**config.mk**
```make
export PLATFORM = sky130hd
export DESIGN_NAME = muldiv_hilo
export DESIGN_NICKNAME = d
export VERILOG_FILES = /design/src/rtl/muldiv_hilo.sv
export SDC_FILE = /design/constraint.sdc
export NUM_CORES = 1
export LEC_CHECK = 0
export CORE_MARGIN = 3
export CORE_UTILIZATION = 50
export CTS_CLUSTER_DIAMETER = 30
export DETAILED_ROUTE_END_ITERATION = 12
export PLACE_DENSITY = 0.78
export RECOVER_POWER = 100
export SYNTH_ARGS = -nofsm -noshare
export SYNTH_HDL_FRONTEND = slang
export SYNTH_SLANG_ARGS = --single-unit
```
**constraint.sdc**
```tcl
create_clock -name clk -period 12.1 [get_ports clk]
set_input_delay 2.42 -clock clk [delete_from_list [all_inputs] [get_ports clk]]
set_output_delay 2.42 -clock clk [all_outputs]
set_load 0.02 [all_outputs]
```
**src/rtl/muldiv_hilo.sv**
```systemverilog
// Multi-cycle MULT/MULTU/DIV/DIVU unit owning the architectural HI/LO registers.
// Optional: define MULDIV_FAST_MUL_EN for a single-cycle multiply that bypasses CALC.
module muldiv_hilo (
  input  logic        clk,
  input  logic        rst,
  input  logic        start,
  input  logic [1:0]  op,
  input  logic [31:0] a,
  input  logic [31:0] b,
  input  logic        cancel,
  input  logic        hi_we,
  input  logic        lo_we,
  input  logic [31:0] wdata,
  output logic [31:0] hi,
  output logic [31:0] lo,
  output logic        busy,
  output logic        done,
  output logic        stall
);

  typedef enum logic [1:0] {
    IDLE = 2'd0,
    CALC = 2'd1,
    DONE = 2'd2
  } state_t;

  state_t      state, state_nx;
  logic [4:0]  cnt;
  logic        div_q;
  logic        neg_q;
  logic        neg_r;
  logic [31:0] mb;
  logic [31:0] rem;
  logic [31:0] qd;

  logic        launch;
  logic        commit;
  logic        op_div;
  logic        op_sgn;
  logic        b_zero;
  logic [31:0] abs_a;
  logic [31:0] abs_b;
  logic [32:0] mul_sum;
  logic [32:0] div_sh;
  logic [32:0] div_diff;
  logic [63:0] mul_mag;
  logic [63:0] mul_res;
  logic [31:0] q_res;
  logic [31:0] r_res;

  assign op_div = op[1];
  assign op_sgn = ~op[0];
  assign b_zero = (b == '0);
  assign abs_a  = (op_sgn && a[31]) ? -a : a;
  assign abs_b  = (op_sgn && b[31]) ? -b : b;

  assign launch = (state == IDLE) && start && !cancel;
  assign commit = (state == DONE) && !cancel;

  assign busy  = (state != IDLE);
  assign done  = commit;
  assign stall = busy | (start & ~cancel);

  // Multiply: qd holds the multiplier and receives product low bits as it shifts right;
  // rem holds the running upper half.
  assign mul_sum = {1'b0, rem} + (qd[0] ? {1'b0, mb} : 33'd0);

  // Divide: qd holds the dividend and collects quotient bits from the right.
  assign div_sh   = {rem, qd[31]};
  assign div_diff = div_sh - {1'b0, mb};

  assign mul_mag = {rem, qd};
  assign mul_res = neg_q ? -mul_mag : mul_mag;
  assign q_res   = neg_q ? -qd : qd;
  assign r_res   = neg_r ? -rem : rem;

`ifdef MULDIV_FAST_MUL_EN
  logic signed [63:0] fa;
  logic signed [63:0] fb;
  logic signed [63:0] fp;
  assign fa = {{32{op_sgn & a[31]}}, a};
  assign fb = {{32{op_sgn & b[31]}}, b};
  assign fp = fa * fb;
`endif

  always_ff @(posedge clk or posedge rst) begin
    if (rst) state <= IDLE;
    else     state <= state_nx;
  end

  always_comb begin
    state_nx = state;
    case (state)
      IDLE: begin
        if (launch) begin
`ifdef MULDIV_FAST_MUL_EN
          state_nx = op_div ? CALC : DONE;
`else
          state_nx = CALC;
`endif
        end
      end
      CALC: begin
        if (cancel)          state_nx = IDLE;
        else if (cnt == 5'd31) state_nx = DONE;
      end
      DONE:    state_nx = IDLE;
      default: state_nx = IDLE;
    endcase
  end

  always_ff @(posedge clk or posedge rst) begin
    if (rst) begin
      cnt   <= '0;
      div_q <= 1'b0;
      neg_q <= 1'b0;
      neg_r <= 1'b0;
      mb    <= '0;
      rem   <= '0;
      qd    <= '0;
      hi    <= '0;
      lo    <= '0;
    end else begin
      case (state)
        IDLE: begin
          if (hi_we) hi <= wdata;
          if (lo_we) lo <= wdata;
          if (launch) begin
            div_q <= op_div;
            cnt   <= '0;
            rem   <= '0;
            mb    <= abs_b;
            // Divide-by-zero keeps the raw dividend and no sign fix so that hi=a, lo=all ones.
            if (op_div && b_zero) begin
              qd    <= a;
              neg_q <= 1'b0;
              neg_r <= 1'b0;
            end else begin
              qd    <= abs_a;
              neg_q <= op_sgn & (a[31] ^ b[31]);
              neg_r <= op_sgn & a[31] & op_div;
            end
`ifdef MULDIV_FAST_MUL_EN
            if (!op_div) begin
              rem   <= fp[63:32];
              qd    <= fp[31:0];
              neg_q <= 1'b0;
              neg_r <= 1'b0;
            end
`endif
          end
        end
        CALC: begin
          cnt <= cnt + 5'd1;
          if (div_q) begin
            rem <= div_diff[32] ? div_sh[31:0] : div_diff[31:0];
            qd  <= {qd[30:0], ~div_diff[32]};
          end else begin
            rem <= mul_sum[32:1];
            qd  <= {mul_sum[0], qd[31:1]};
          end
        end
        DONE: begin
          if (commit) begin
            if (div_q) begin
              hi <= r_res;
              lo <= q_res;
            end else begin
              {hi, lo} <= mul_res;
            end
          end
        end
        default: ;
      endcase
    end
  end

endmodule

```
==> reports/qor.yml <==
async_reset_ff_frac: 1.000
cts_setup_buffers: 0
synth_edf_count: 0
final_core_util: 0.6065
p_leak_nw: 7.065
min_delay_path_depth: 2
drc: 0
power.density_mw_per_mm2: 210.9
die_w_um: 173.9
grt.overflow.total: 0
total_power_w: 0.003496
io_pins: 171
p_clk_frac: 0.169
crit_slowest_cell: "nand3b_1"
vdd_ir_drop_max_uv: 136.3
rsz0062_at_grt: "no"
synth_fp_nets: 1915
postRouteAntennaNets: 0
worstPathArrival_ns: 4.92
swShare: 0.4806
syn-cell-area_mm2: 0.01410
core.rowCount: 60
drt-total-wl_um: 44480
worst_pin_slew_ns: 3.617
hp-class: "reg -> reg"
firstDrtPassIters: 7
synth_top_family_by_area: "compound AO/OA/AOI/OAI gates"
syn_inst: 1739
worst_setup_path_end_kind: "output port"
area_growth_syn_to_layout_pct: 17.55
drive_above_1_share: 0.04149
period_share: 0.6069
fin_skew_ns: 0.01594
met1_usage: 0.4223
cts_tree: "yes"
clock_path_buffers: 2
final_max_slew_viol_count: 421
ys_types: 81
ys.flop_type: "dfrtp_1"
vias_per_cell: 6.138
vias: 13680
grt_pass1_vias: 13080
synth_compound_gate_area_share: 0.2503
fin_nets: 2019
hold_buffers: 0
synth_warnings: 0
synth_xor_area_frac: 0.1037
cap_violations: 7
cp_top_family: "buffers and inverters"
hold_violations: 0
cp_max_fo: 28
cts-root-buf: "clkbuf_16"
fin_tns_setup_ns: 0
slew-limit-headroom: -1.411
syn_area_per_cell_um2: 8.108
crit_chain: "dlygate4sd3_1 > nand3b_1 > nand2_1 > dlygate4sd3_1"
slowest_delay_ns: 0.88
cts_sinks: 170
place_ws_ns: 4.911
grt_max_degree: 106
setup_violations: 0
dp_hpwl_um: 33710
grt_pass1_wl_um: 71250
cts-resized-gates: 0
numCtsBuffers: 17
fp.coreArea_mm2: 0.02733
routedWlPerCell_um: 19.96
violations: "capacitance limit, slew limit"
power_frac_seq: 0.279
r2r_cells: 5
drtIter0Drc: 1509
synth_fa_ha_area_frac: 0.06496
yosys-mux-area-fraction: 0.04499
h-tree-depth: 4
synth_simple_gate_area_frac: 0.1895
yosysSeqAreaShare: 0.3017
crit_path_start_kind: "primary input"
comb_power_share: 0.552
use_met3: 0.04325
antennaDiodeCount: 0
port_buffers: 170
clk_pin_slew_ns: 0.08
period_minus_slack_ns: 7.344
gp_congestion: 0.9620
antenna_found_initial: 0
crit_required_ns: 9.68
fmax_mhz: 136.2
crit_buf_inv: 2
setup_slack_ns: 4.756
netSwitchingPower_w: 0.001680
busiest_layer: "met2"
ys_ff_latch: 170
crit_type: "in -> out"
power.internal_w: 0.001816
dieArea_mm2: 0.03025
status: "finished with violations"
cp_common_cell: "dlygate4sd3_1"
grt.total_usage: 0.2903
cp_num_cells: 4
clock_latency_ns: 0.44
fillers: 2467
initial_utilization: 0.5160
grt_use_met2: 0.4501
die-height_um: 173.9
-- cell usage after synthesis, types with 4 or more instances --
cell type  count  area (um^2)
clkbuf_1      85        319.1
dfrtp_1      170         4254
xor2_1        73        639.4
inv_1         59        221.5
o41ai_1        8        70.07
nand3b_1       7        52.55
xnor2_1       94        823.3
a31oi_1       49        306.5
nor3_1        35        175.2
o41ai_2        8        130.1
nor4_1        13        81.33
o21ai_0      161        805.8
buf_1          8        30.03
or3_1         15        93.84
a21boi_0       4        30.03
a22oi_1       22        165.2
a21oi_1      113        565.5
nor4b_1        4        35.03
o221ai_1       7        61.31
o21a_1        17        127.6
mux2i_1       60        600.6
o211ai_1      12        90.09
nand2b_1      17        106.4
and3_1        14        87.58
nand4_1        7        43.79
a211oi_1      11        82.58
or2_2          4        25.02
o21ai_1       16        80.08
or4_4          4        45.04
nor2b_1       11        68.82
a221oi_1      14        122.6
ha_1          70        875.8
nand3_1       29        145.1
nor2_1       175        656.9
nand2_1      173        649.4
o31ai_1       30        225.2
o21bai_1       6        45.04
or4_1          9        67.56
o31a_1         4        35.03
nor3b_1        7        52.55
and2_1        15        93.84
a21o_1        31        232.7
a211o_1        5        43.79
-- flip-flops by register name (all words and copies together), names as in the netlist --
register  flops
div_q         1
neg_r         1
mb           32
rem          32
qd           32
hi           32
neg_q         1
cnt           5
state         2
lo           32
-- per-layer routing --
layer,part of all wire,vias to the layer above
li1,-,6492
met1,0.45,6530
met2,0.44,585
met3,0.085,68
met4,0.023,0
met5,0,-
-- tightest hold or removal path, delay by kind of cell (launching register included) --
family	cells	cell delay [ns]
flops	1	0.35
simple gates	1	0.04
compound gates	1	0.06
-- power by group through the flow --
stage / clock network, W / registers (W) / logic (W)
2_1_floorplan: 0 / 0.000887 / 0.00144
3_3_place_gp: 0 / 0.000966 / 0.00188
3_5_place_dp: 0 / 0.000975 / 0.00190
4_1_cts: 0.000595 / 0.000964 / 0.00192
5_1_grt: 0.000615 / 0.000998 / 0.00212
6_report: 0.000589 / 0.000977 / 0.00193
-- metrics by stage --
stage	hold slack [ns]	area (um^2)	instances
final	0.4778	16570	2228
after global routing	0.4996	16570	2228
after CTS	0.4882	16640	2228
after detailed placement	0.4692	16000	2196
after global placement	0.4605	16000	2196
after floorplan	0.4494	14100	1739
-- kinds of logic after synthesis --
family | Yosys count
fa+ha+maj | 72
buf+inv | 160
xor+xnor | 167
simple gates | 557
mux | 63
compound gates | 550
flops | 170
-- placed cells by master (no fill, tap or decap), types with 7 or more instances in the layout --
cell type,count
buf_4,8
dlygate4sd3_1,71
nor2b_1,10
o21ai_0,175
and2_1,15
o31ai_1,30
xnor2_1,94
dfrtp_1,169
o211ai_1,12
nor3_1,35
nor2_1,175
or4_1,10
a221oi_1,14
and3_1,14
clkbuf_1,7
or3_1,15
a22oi_1,22
xor2_1,73
nand4_1,7
a21o_1,31
nand3_1,29
o221ai_1,7
nor3b_1,7
a211oi_1,11
a21oi_1,113
clkbuf_16,17
nor4_1,14
mux2i_1,60
o21a_1,17
o41ai_1,8
clkdlybuf4s50_1,99
a31oi_1,49
nand3b_1,7
inv_1,58
o41ai_2,8
nand2_1,174
nand2b_1,16
ha_1,70
-- path summary, 6_finish.rpt --
| kind | startpoint | to | slack (ns) |
|---|---|---|---|
| hold / removal | lo[14] | lo[14] | 0.48 |
| setup reg to reg | state[0] | mb[1] | 7.14 |
| hold reg to reg | lo[14] | lo[14] | 0.48 |
| setup / recovery | cancel | stall | 4.76 |
| min in group asynchronous | rst | rem[8] | 3.02 |
| max in group asynchronous | rst | lo[29] | 4.90 |
-- area by class of cell --
| type | instances | area [um^2] | share of cell area |
|---|---|---|---|
| Tap cell | 372 | 465.4 | 0.02808 |
| Multi-Input combinational cell | 1409 | 9205 | 0.5554 |
| Timing Repair Buffer | 185 | 1788 | 0.1079 |
| Inverter | 60 | 226.5 | 0.01366 |
| Clock buffer | 17 | 425.4 | 0.02567 |
| Sequential cell | 170 | 4255 | 0.2567 |
| Clock inverter | 15 | 209.0 | 0.01261 |
Power figures use the tool's default switching activity.
